$ cat config.mk
export PLATFORM = sky130hd
export DESIGN_NAME = alu_mdu_core
export DESIGN_NICKNAME = d
export VERILOG_FILES = /design/src/rtl/alu_mdu_core.sv
export SDC_FILE = /design/constraint.sdc
export NUM_CORES = 1
export LEC_CHECK = 0
export ABC_CLOCK_PERIOD_IN_PS = 2900
export BUFFER_PORTS_ARGS = -buffer_cell sky130_fd_sc_hd__buf_2
export CAP_MARGIN = 15
export CORE_MARGIN = 8
export CORE_UTILIZATION = 31
export DETAILED_ROUTE_END_ITERATION = 8
export HOLD_SLACK_MARGIN = 0.02
export PLACE_DENSITY = 0.58
export SYNTH_ARGS = -nofsm -noshare
export SYNTH_HDL_FRONTEND = slang
export SYNTH_SLANG_ARGS = --single-unit
export TNS_END_PERCENT = 10
$ cat constraint.sdc
create_clock -name clk -period 2.9 [get_ports clk]
set_input_delay 0.145 -clock clk [delete_from_list [all_inputs] [get_ports clk]]
set_output_delay 0.145 -clock clk [all_outputs]
set_load 0.05 [all_outputs]
$ cat src/rtl/alu_mdu_core.sv
// ---------------------------------------------------------------------------
// alu_mdu_core
//   WIDTH-bit ALU with a valid/ready handshake on both sides, one output
//   holding register and an iterative shift-add multiplier / restoring
//   divider. Only one operation is in flight at a time.
//
//   Configuration macro: ALU_DIV_EN
//     defined   -> restoring divider built, DIV takes WIDTH cycles
//                  (divide-by-zero short-circuits in one cycle)
//     undefined -> no divider, op 6 completes in one cycle with zero
//                  results and the overflow flag set
//
//   Parameters
//     WIDTH     operand/result width (even, >= 8)
//     MUL_FAST  1: single-cycle combinational MUL, 0: iterative MUL
//
//   Ports
//     clk, reset            clock, synchronous active-high reset
//     op_code               operation select
//     src1, src2            operands A and B
//     srcCy, srcAc          carry/borrow in, aux carry in
//     valid_in / ready_in   request handshake (ready_in is combinational)
//     des1, des2            primary / secondary result
//     desCy, desAC, desOv   carry, aux carry, overflow flags
//     valid_out / ready_out result handshake
// ---------------------------------------------------------------------------
module alu_mdu_core #(
  parameter int WIDTH    = 8,
  parameter bit MUL_FAST = 1'b0
) (
  input  logic             clk,
  input  logic             reset,
  input  logic [3:0]       op_code,
  input  logic [WIDTH-1:0] src1,
  input  logic [WIDTH-1:0] src2,
  input  logic             srcCy,
  input  logic             srcAc,
  input  logic             valid_in,
  output logic             ready_in,
  output logic [WIDTH-1:0] des1,
  output logic [WIDTH-1:0] des2,
  output logic             desCy,
  output logic             desAC,
  output logic             desOv,
  output logic             valid_out,
  input  logic             ready_out
);

  localparam int CW = $clog2(WIDTH + 1);

  typedef enum logic {IDLE, ITER} state_e;

  state_e           state_q, state_d;
  logic [CW-1:0]    cnt_q, cnt_d;
  logic [WIDTH-1:0] acc_q, acc_d;
  logic [WIDTH-1:0] mq_q, mq_d;
  logic [WIDTH-1:0] opb_q, opb_d;
  logic             ac_in_q, ac_in_d;
`ifdef ALU_DIV_EN
  logic             is_div_q, is_div_d;
`endif
  logic [WIDTH-1:0] des1_q, des1_d;
  logic [WIDTH-1:0] des2_q, des2_d;
  logic             cy_q, cy_d;
  logic             ac_q, ac_d;
  logic             ov_q, ov_d;
  logic             valid_q, valid_d;

  logic [WIDTH-1:0]   res1, res2;
  logic               res_cy, res_ac, res_ov, start_iter, carry_in;
  logic [WIDTH:0]     sum_ext;
  logic [2*WIDTH-1:0] prod;
  logic               accept;

  logic [WIDTH:0]     mul_add;
  logic [WIDTH-1:0]   mul_acc, mul_mq;
`ifdef ALU_DIV_EN
  logic [WIDTH:0]     div_shift;
  logic               div_ge;
  logic [WIDTH-1:0]   div_acc, div_mq;
`endif

  assign accept = valid_in && ready_in;
  assign prod   = {{WIDTH{1'b0}}, src1} * {{WIDTH{1'b0}}, src2};

  // Single-cycle result for every op; MUL/DIV that need iterating only raise start_iter.
  // Aux carry is recovered from bit 4 as r4^a4^b4, which holds for both add and subtract.
  always_comb begin
    res1       = '0;
    res2       = '0;
    res_cy     = srcCy;
    res_ac     = srcAc;
    res_ov     = 1'b0;
    start_iter = 1'b0;
    carry_in   = 1'b0;
    sum_ext    = '0;
    case (op_code)
      4'h0, 4'h1: begin
        carry_in = op_code[0] & srcCy;
        sum_ext  = {1'b0, src1} + {1'b0, src2} + {{WIDTH{1'b0}}, carry_in};
        res1     = sum_ext[WIDTH-1:0];
        res_cy   = sum_ext[WIDTH];
        res_ac   = sum_ext[4] ^ src1[4] ^ src2[4];
        res_ov   = ~(src1[WIDTH-1] ^ src2[WIDTH-1]) & (src1[WIDTH-1] ^ sum_ext[WIDTH-1]);
      end
      4'h2: begin
        sum_ext = {1'b0, src1} - {1'b0, src2} - {{WIDTH{1'b0}}, srcCy};
        res1    = sum_ext[WIDTH-1:0];
        res_cy  = sum_ext[WIDTH];
        res_ac  = sum_ext[4] ^ src1[4] ^ src2[4];
        res_ov  = (src1[WIDTH-1] ^ src2[WIDTH-1]) & (src1[WIDTH-1] ^ sum_ext[WIDTH-1]);
      end
      4'h3: res1 = src1 + 1'b1;
      4'h4: res1 = src1 - 1'b1;
      4'h5: begin
        if (MUL_FAST) begin
          res1   = prod[WIDTH-1:0];
          res2   = prod[2*WIDTH-1:WIDTH];
          res_ov = |prod[2*WIDTH-1:WIDTH];
          res_cy = 1'b0;
        end else begin
          start_iter = 1'b1;
        end
      end
      4'h6: begin
        res_cy = 1'b0;
`ifdef ALU_DIV_EN
        if (src2 == '0) begin
          res1   = '1;
          res2   = src1;
          res_ov = 1'b1;
        end else begin
          start_iter = 1'b1;
        end
`else
        res_ov = 1'b1;
`endif
      end
      4'h7: res1 = src1 & src2;
      4'h8: res1 = src1 | src2;
      4'h9: res1 = src1 ^ src2;
      4'hA: res1 = ~src1;
      4'hB: res1 = {src1[WIDTH-2:0], src1[WIDTH-1]};
      4'hC: res1 = {src1[0], src1[WIDTH-1:1]};
      4'hD: begin
        res1   = {src1[WIDTH-2:0], srcCy};
        res_cy = src1[WIDTH-1];
      end
      4'hE: begin
        res1   = {srcCy, src1[WIDTH-1:1]};
        res_cy = src1[0];
      end
      default: res1 = src1;
    endcase
  end

  // One iteration step: shift-add multiply keeps the product in {acc, mq};
  // restoring divide keeps the remainder in acc and shifts quotient bits into mq.
  always_comb begin
    mul_add = {1'b0, acc_q} + (mq_q[0] ? {1'b0, opb_q} : '0);
    mul_acc = mul_add[WIDTH:1];
    mul_mq  = {mul_add[0], mq_q[WIDTH-1:1]};
`ifdef ALU_DIV_EN
    div_shift = {acc_q, mq_q[WIDTH-1]};
    div_ge    = div_shift >= {1'b0, opb_q};
    div_acc   = div_ge ? (div_shift[WIDTH-1:0] - opb_q) : div_shift[WIDTH-1:0];
    div_mq    = {mq_q[WIDTH-2:0], div_ge};
`endif
  end

  // Next-state logic: iterate only for multi-cycle MUL/DIV, return when the count expires.
  always_comb begin
    state_d = state_q;
    case (state_q)
      IDLE:    if (accept && start_iter) state_d = ITER;
      ITER:    if (cnt_q == CW'(1)) state_d = IDLE;
      default: state_d = IDLE;
    endcase
  end

  // Datapath and output-register updates; a new result may load on the same edge
  // the consumer takes the previous one.
  always_comb begin
    cnt_d   = cnt_q;
    acc_d   = acc_q;
    mq_d    = mq_q;
    opb_d   = opb_q;
    ac_in_d = ac_in_q;
`ifdef ALU_DIV_EN
    is_div_d = is_div_q;
`endif
    des1_d  = des1_q;
    des2_d  = des2_q;
    cy_d    = cy_q;
    ac_d    = ac_q;
    ov_d    = ov_q;
    valid_d = valid_q;
    if (valid_q && ready_out) valid_d = 1'b0;
    if (state_q == IDLE) begin
      if (accept) begin
        if (start_iter) begin
          cnt_d   = CW'(WIDTH);
          acc_d   = '0;
          mq_d    = src1;
          opb_d   = src2;
          ac_in_d = srcAc;
`ifdef ALU_DIV_EN
          is_div_d = (op_code == 4'h6);
`endif
        end else begin
          des1_d  = res1;
          des2_d  = res2;
          cy_d    = res_cy;
          ac_d    = res_ac;
          ov_d    = res_ov;
          valid_d = 1'b1;
        end
      end
    end else begin
      cnt_d = cnt_q - CW'(1);
      acc_d = mul_acc;
      mq_d  = mul_mq;
`ifdef ALU_DIV_EN
      if (is_div_q) begin
        acc_d = div_acc;
        mq_d  = div_mq;
      end
`endif
      if (cnt_q == CW'(1)) begin
        des1_d  = mq_d;
        des2_d  = acc_d;
        cy_d    = 1'b0;
        ac_d    = ac_in_q;
        ov_d    = |mul_acc;
`ifdef ALU_DIV_EN
        if (is_div_q) ov_d = 1'b0;
`endif
        valid_d = 1'b1;
      end
    end
  end

  // Output decode: request side is ready only when idle and the holding register is free.
  always_comb begin
    ready_in  = (state_q == IDLE) && (!valid_q || ready_out);
    des1      = des1_q;
    des2      = des2_q;
    desCy     = cy_q;
    desAC     = ac_q;
    desOv     = ov_q;
    valid_out = valid_q;
  end

  // State and data registers; reset aborts any iteration without emitting a result.
  always_ff @(posedge clk) begin
    if (reset) begin
      state_q <= IDLE;
      cnt_q   <= '0;
      acc_q   <= '0;
      mq_q    <= '0;
      opb_q   <= '0;
      ac_in_q <= 1'b0;
`ifdef ALU_DIV_EN
      is_div_q <= 1'b0;
`endif
      des1_q  <= '0;
      des2_q  <= '0;
      cy_q    <= 1'b0;
      ac_q    <= 1'b0;
      ov_q    <= 1'b0;
      valid_q <= 1'b0;
    end else begin
      state_q <= state_d;
      cnt_q   <= cnt_d;
      acc_q   <= acc_d;
      mq_q    <= mq_d;
      opb_q   <= opb_d;
      ac_in_q <= ac_in_d;
`ifdef ALU_DIV_EN
      is_div_q <= is_div_d;
`endif
      des1_q  <= des1_d;
      des2_q  <= des2_d;
      cy_q    <= cy_d;
      ac_q    <= ac_d;
      ov_q    <= ov_d;
      valid_q <= valid_d;
    end
  end

endmodule

==> flow_metrics.tcl, run 1 <==
set metrics [dict create \
    drc 0 \
    status "completed" \
    synth_area_leaders "dfxtp_1 (23%), ha_1 (13%), nand2_1 (6.1%)" \
    synth-seq-cells 50 \
    grt_usage_pct 16.6 \
    firstDrtPassIters 5 \
    avgRoutedWirePerCell_um 19.0 \
    cp-start-kind "register" \
    tritoncts "yes" \
    setup_tns_ps 0 \
    fmax_mhz 356 \
    port_buffers 46 \
    syn_inst 574 \
    pre_cts_slack_ps 132 \
    worstPathArrival_ps 2980 \
    synth_cell_types 65 \
    coreArea_mm2 0.0138 \
    yosysTopAreaCellShare_pct 23.1 \
    path_delay_family "simple AND/OR/NAND/NOR gates" \
    grt_max_degree 36 \
    rows 43 \
    async_reset_ff_share_pct 0 \
    wirelength_um 15300 \
    cts_root_buf "clkbuf_16" \
    hold_viol_final 0 \
    critPathCaptureType "register" \
    path_class "reg2reg" \
    vias 4495 \
    netlist_area_mm2 0.00433 \
    slew-limit-headroom_pct 48.0 \
    grt_overflow 0 \
    ir_worst_vdd_mv 0.200 \
    dp_hpwl_um 11800 \
    clk_latency_ps 290 \
    area_growth_pct 16.1 \
    numCtsBuffers 5 \
    drv_slew 0 \
    setup_viol 0 \
    powerDensity_mw_per_mm2 393 \
    postSynthAreaPerCell_um2 7.55 \
    cts_hold_buf 0 \
    cp.required_ps 3070 \
    grt_pass1_vias 4219 \
    clk_path_buf_depth 2 \
    synthFlopType "dfxtp_1" \
    rsz0062_at_grt "false" \
    seq_area_frac_synth_pct 23.1 \
    skew_ps 4.98 \
    io_pins 47 \
    crit_chain "and2_1 -> ha_1 -> fa_1 -> a211oi_1 -> nor2_1 -> xor2_1 -> or4_1 -> nor4_2 -> nor4_1" \
    die_y_um 134 \
    syn_nets 652 \
    critPathBufInv 0 \
    critPathMaxStageDelay_ps 540 \
    p_leak_nw 2.17 \
    yosysTopAreaCell "dfxtp_1" \
    setup_slack_ps 92.7 \
    die_x_um 134 \
    antenna_found_initial 0 \
    clkSlewWorstSetupHoldPaths_ps 70 \
    worst_pin_slew_ps 777 \
    initial_core_util_pct 31.5 \
    ant_nets 0 \
    layout-drive-gt1-share_pct 13.8 \
    place_congestion 0.984 \
    critPathMaxFanout 9 \
    slowest_stage "or4_1" \
    yosys_warnings 0 \
    cts_sinks 50 \
    viasPerCell 5.58 \
    period_share_pct 96.8 \
    cts_resized 0 \
    period_minus_slack_ps 2810 \
    holdCritPathClass "in2reg" \
    cts_setup_buffers 0 \
    grt_pass1_wl_um 24000 \
    htreeDepth 2 \
    die_area_mm2 0.0180 \
    synth-edff-count 0 \
    cap_viol_max_count 0 \
    drt_iter0_markers 407 \
    fin_nets 701 \
]
[tightest hold or removal path: stages]
cell	delay, ps
buf_2	120
nand2_1	60
a21oi_1	50
[flip-flops by register name, indices dropped and copies added (netlist names), 4 cells and up]
register,count
acc_q,8
des1,8
des2,8
mq_q,8
opb_q,8
cnt_q,4
[metal layers]
| layer | vias to the layer above | GRT usage [%] | share of wire (%) |
|---|---|---|---|
| met5 | - | 0 | 0 |
| met4 | 0 | 5.49 | 2.5 |
| met3 | 29 | 2.73 | 7.7 |
| met2 | 183 | 25.5 | 45 |
| met1 | 2132 | 23.0 | 45 |
| li1 | 2151 | - | - |
[kinds of logic after synthesis]
group / after synthesis / share of synthesized area, %
compound gates: 177 / 26.8
xor+xnor: 29 / 5.86
fa+ha+maj: 52 / 16.1
buf+inv: 64 / 5.69
flops: 50 / 23.1
mux: 8 / 1.88
simple gates: 194 / 20.6
[worst paths after layout]
| path | end | depth (start not counted) | slack (ps) | from |
|---|---|---|---|---|
| max | desOv | 9 | 90 | mq_q[0] |
| min | ac_in_q | 3 | 130 | srcAc |
| max reg2reg | desOv | 9 | 90 | mq_q[0] |
| min reg2reg | opb_q[6] | 2 | 450 | opb_q[6] |
[power by group]
part	total, mW	switching (mW)	internal, mW	leakage [nW]
combinational	0.628	0.401	0.227	1.69
sequential	0.719	0.0139	0.705	0.405
clock	0.630	0.261	0.369	0.0801
total	1.98	0.676	1.30	2.17
[cells in the mapped netlist (5+ instances only)]
cell       n
inv_1     32
a22oi_1   19
a21oi_1   50
dfxtp_1   50
a221oi_1   6
o211ai_1  11
nor2b_1    6
o21ai_0   24
xnor2_1   16
mux2i_1    7
nor3_1    10
nand2_1   70
nor2_1    65
nand3_1   11
and2_1     8
ha_1      46
clkbuf_1  25
o22ai_1    8
xor2_1    13
a21o_1     8
a31oi_1   11
o21a_1     5
fa_1       6
[cell type report]
type	instances	area [µm²]
multi-input combinational	460	3090
timing repair buffer	72	425
inverter	34	128
clock buffer	7	153
antenna	1	2.50
sequential	50	1000
clock inverter	1	8.76
fill	1490	8740
tap	180	225
[cell usage in the layout, fill, tap and decap left out, drive strengths merged, types with 3 or more instances in the layout]
cell / n
nor4: 3
dfxtp: 50
xor2: 13
mux2i: 7
and2: 9
a221oi: 6
nand3: 11
nand2: 70
o21a: 5
ha: 46
nor3: 10
and3: 4
a21oi: 50
a22oi: 19
nand2b: 4
a222oi: 4
o22ai: 8
a31oi: 11
a21o: 8
nor2b: 6
clkbuf: 7
inv: 33
a211oi: 4
a22o: 4
fa: 6
nor2: 66
xnor2: 16
o211ai: 11
o21ai: 27
buf: 72
[metrics by stage]
step / instance area (µm²) / util [%] / instances / power (mW) / hold slack (ps)
floorplan: 4330 / - / 574 / 1.14 / 281
global placement: 4860 / 35.3 / 796 / 1.35 / 427
detailed placement: 4860 / 35.3 / 796 / 1.35 / 432
CTS: 5030 / 36.5 / 804 / 1.98 / 127
global route: 5030 / 36.5 / 804 / 2.07 / 144
finish: 5030 / 36.5 / 805 / 1.98 / 130
No activity file was read; power rests on OpenSTA's default activity.
==> run 2: changes to the inputs <==
- CORE_UTILIZATION: 31 -> 50
- PLACE_DENSITY: 0.58 -> 0.81
- SETUP_SLACK_MARGIN: unset -> 0.4
==> flow_metrics.tcl, run 2 (synthesis gave the netlist of run 1 again) <==
set metrics [dict create \
    num_antenna_cells 0 \
    cp-start-kind "register" \
    reg2reg_to "desOv" \
    clkSlewWorstSetupHoldPaths_ps 110 \
    holdCritPathClass "in2reg" \
    final_core_util_pct 56.7 \
    cts_sinks 50 \
    p_leak_nw 2.11 \
    ant_nets 0 \
    clk_path_buf_depth 2 \
    grt_pass1_wl_um 22000 \
    coreArea_mm2 0.00855 \
    place_congestion 0.992 \
    hold_viol_final 0 \
    setup_viol 0 \
    path_class "reg2reg" \
    period_share_pct 89.3 \
    avgRoutedWirePerCell_um 19.2 \
    rows 34 \
    viasPerCell 6.37 \
    reg2reg_slack_ps 310 \
    worst_pin_slew_ps 860 \
    powerDensity_mw_per_mm2 365 \
    r2r_cells 9 \
    skew_ps 7.20 \
    antenna_found_initial 0 \
    htreeDepth 2 \
    cp.required_ps 3090 \
    critPathCaptureType "register" \
    numCtsBuffers 5 \
    grt_max_degree 31 \
    grt_overflow 0 \
    fmax_mhz 386 \
    multi_input_area_mm2 0.00311 \
    area_growth_pct 11.8 \
    initial_core_util_pct 50.7 \
    clk_latency_ps 320 \
    drt_iter0_markers 477 \
    worstHoldStart "srcAc" \
    die_x_um 109 \
    drv_slew 0 \
    dp_hpwl_um 10500 \
    wirelength_um 13900 \
    num-fill-cells 799 \
    io_pins 47 \
    cts_root_buf "clkbuf_8" \
    die_area_mm2 0.0119 \
    slew-limit-headroom_pct 42.5 \
    rsz0062_at_grt "true" \
    drc 0 \
    hold-path-endpoint "ac_in_q" \
    firstDrtPassIters 7 \
    die_y_um 109 \
    worstPathArrival_ps 2780 \
    fin_nets 694 \
    vias 4616 \
    grt_pass1_vias 4218 \
    critPathMaxFanout 9 \
    ir_worst_vdd_mv 0.226 \
    place_inst 717 \
    port_buffers 46 \
    cts_setup_buffers 0 \
    fin_cells 725 \
    grt_usage_pct 23.0 \
    worstReg2RegStart "mq_q[0]" \
    status "completed" \
    setup_tns_ps 0 \
    cap_viol_max_count 0 \
    final_cell_mix "nand2_1 (70), nor2_1 (65), a21oi_1 (50)" \
    seqCellArea_mm2 0.00100 \
    layout-drive-gt1-share_pct 13.6 \
    hold_depth 3 \
    period_minus_slack_ps 2590 \
    layout_commonest_cell "nand2_1" \
    tritoncts "yes" \
]
[run 2: power by group]
group | leakage (nW) | total, mW | internal, mW | switching (mW)
combinational | 1.66 | 0.607 | 0.220 | 0.387
clock | 0.0502 | 0.444 | 0.179 | 0.265
sequential | 0.405 | 0.718 | 0.705 | 0.0131
[run 2: stage by stage]
| stage | setup slack [ps] | hold slack [ps] | instance area [µm²] | power [mW] |
|---|---|---|---|---|
| floorplan | 293 | 281 | 4340 | 1.14 |
| global placement | 219 | 419 | 4730 | 1.32 |
| detailed placement | 121 | 416 | 4730 | 1.32 |
| CTS | 318 | 77.0 | 4850 | 1.75 |
| global route | 205 | 82.8 | 4850 | 1.85 |
| finish | 312 | 81.7 | 4850 | 1.77 |
[run 2: critical path, cell delays in order (launching register included)]
cell and delay [ps]:
dfxtp_2 370, and2_1 140, ha_1 210, fa_2 380, a211oi_2 290, nor2_1 120
xor2_1 180, or4_4 530, nor4_4 180, nor4_1 70
[run 2: repair_timing]
item	4_1_cts	5_1_grt
hold buffers	0	0
resized for setup	5	0
endpoints found under the setup margin	1	5
[run 2: cell type report]
class / count / area share (%)
Clock buffer: 5 / 1.42
Clock inverter: 3 / 0.594
Inverter: 34 / 2.63
Multi-Input combinational cell: 460 / 64.2
Sequential cell: 50 / 20.7
Tap cell: 108 / 2.79
Timing Repair Buffer: 65 / 7.69
[run 2: worst max-delay path by stage]
stage                     endpoint  slack (ps)        from
after CTS                    desOv         320     mq_q[0]
after global placement       desOv         220     mq_q[0]
after detailed placement     desOv         120     mq_q[0]
after global routing         desOv         210     mq_q[0]
final                        desOv         310     mq_q[0]
after floorplan            des1[7]         290  op_code[1]
[run 2: metal layers]
metal,track usage (%),vias to the layer above,wire [µm]
met4,5.87,0,359
met2,36.0,318,5970
met5,0,-,0
met3,3.13,39,1580
li1,-,2138,-
met1,32.2,2121,6000
==> run 3: changes to the inputs <==
- CORE_MARGIN: 8 -> unset
==> flow_metrics.tcl, run 3 (synthesis gave the netlist of run 1 again) <==
set metrics [dict create \
    status "completed" \
    drv_slew 0 \
    die_x_um 95.1 \
    p_leak_nw 2.14 \
    setup_viol 0 \
    slew-limit-headroom_pct 49.9 \
    area_growth_pct 13.1 \
    coreArea_mm2 0.00830 \
    drc 0 \
    cp-start-kind "register" \
    slowest_stage "or4b_1" \
    hold-path-endpoint "ac_in_q" \
    vias 4576 \
    layout-drive-gt1-share_pct 14.7 \
    firstDrtPassIters 5 \
    clkSlewWorstSetupHoldPaths_ps 110 \
    fin_cells 729 \
    seq_power_share_pct 40.3 \
    cts_root_buf "clkbuf_8" \
    io_pins 47 \
    swShare_pct 37.7 \
    rsz0062_at_grt "true" \
    cts_sinks 50 \
    combPwrFrac_pct 34.5 \
    setup_slack_ps 275 \
    worstHoldStart "srcAc" \
    place_congestion 0.957 \
    powerDensity_mw_per_mm2 363 \
    internal-power_mw 1.11 \
    drt_iter0_markers 476 \
    hold_depth 3 \
    ant_nets 0 \
    port_buffers 46 \
    rows 33 \
    setup_tns_ps 0 \
    num_antenna_cells 0 \
    path_class "reg2reg" \
    critPathMaxStageDelay_ps 560 \
    htreeDepth 2 \
    fin_nets 701 \
    cts_hold_buf 0 \
    critPathCaptureType "register" \
    pre_cts_slack_ps 216 \
    grt_overflow 0 \
    path_delay_family "simple AND/OR/NAND/NOR gates" \
    grt_pass1_wl_um 21900 \
    grt_usage_pct 31.6 \
    cp.required_ps 3090 \
    clkPwrFrac_pct 25.2 \
    period_share_pct 90.5 \
    period_minus_slack_ps 2620 \
    wirelength_um 13700 \
    hold_viol_final 0 \
    skew_ps 10.4 \
    r2r_cells 8 \
    reg2reg_to "desOv" \
    numCtsBuffers 5 \
    die_y_um 95.1 \
    worst_pin_slew_ps 749 \
    die_area_mm2 0.00904 \
    viasPerCell 6.28 \
    initial_core_util_pct 52.2 \
    layout_commonest_cell "nand2_1" \
    avgRoutedWirePerCell_um 18.9 \
    critPathMaxFanout 4 \
    clk_path_buf_depth 2 \
    critPathBufInv 0 \
    p_switching_mw 0.671 \
    reg2reg_slack_ps 280 \
    place_inst 719 \
    worstReg2RegStart "mq_q[0]" \
    fmax_mhz 381 \
    cap_viol_max_count 0 \
    holdCritPathClass "in2reg" \
    hold-worst-slack_ps 74.5 \
    grt_pass1_vias 4200 \
    final_core_util_pct 59.0 \
    dp_hpwl_um 10500 \
    clk_latency_ps 320 \
    grt_max_degree 28 \
    crit_chain "and2_1 -> ha_2 -> fa_2 -> xor2_1 -> or4b_1 -> or4_4 -> nor4_4 -> nor4_1" \
    tritoncts "yes" \
    final_cell_mix "nand2_1 (70), nor2_1 (65), a21oi_1 (50)" \
    antenna_found_initial 0 \
    worstPathArrival_ps 2810 \
    ir_worst_vdd_mv 0.193 \
]
-- run 3: worst max path at each step --
| stage | from | endpoint | slack (ps) | cells after the start |
|---|---|---|---|---|
| 2_1_floorplan | op_code[1] | des1[7] | 290 | 11 |
| 3_3_place_gp | op_code[0] | des1[7] | 240 | 11 |
| 3_5_place_dp | op_code[0] | des1[7] | 220 | 11 |
| 4_1_cts | mq_q[0] | desOv | 260 | 8 |
| 5_1_grt | mq_q[0] | desOv | 220 | 8 |
| 6_report | mq_q[0] | desOv | 280 | 8 |
-- run 3: metrics by stage --
stage | cell area (µm²) | power, mW
after floorplan | 4340 | 1.14
after global placement | 4760 | 1.32
after detailed placement | 4760 | 1.33
after CTS | 4870 | 1.77
after global routing | 4900 | 1.87
final | 4900 | 1.78
-- run 3: cell type report --
type / count / area, µm²
multi-input combinational: 460 / 3110
clock buffer: 5 / 68.8
tap: 105 / 131
inverter: 34 / 128
fill: 774 / 3400
clock inverter: 3 / 28.8
sequential: 50 / 1000
timing repair buffer: 72 / 425
-- run 3: tightest hold or removal path: stages --
cell and delay (ps):
buf_2 110, nand2_1 50, a21oi_1 50
-- run 3: layer usage --
metal  up-vias  global-route usage [%]  routed length, µm
met1      2147                    43.6               6100
met3        32                    5.58               1180
met2       245                    48.9               6090
li1       2152                       -                  -
met5         -                       0                  0
met4         0                    11.9                373
-- run 3: power by group through the flow --
stage          logic (mW)  clock network, mW  registers, mW
2_1_floorplan       0.364                  0          0.778
3_3_place_gp        0.586                  0          0.733
3_5_place_dp        0.597                  0          0.733
4_1_cts             0.601              0.449          0.718
5_1_grt             0.667              0.479          0.720
6_report            0.615              0.449          0.717
-- run 3: what timing repair did --
action,4_1_cts,5_1_grt
setup buffers,0,2
resized for setup,4,3
setup endpoints to repair,1,8
pin swaps,1,3
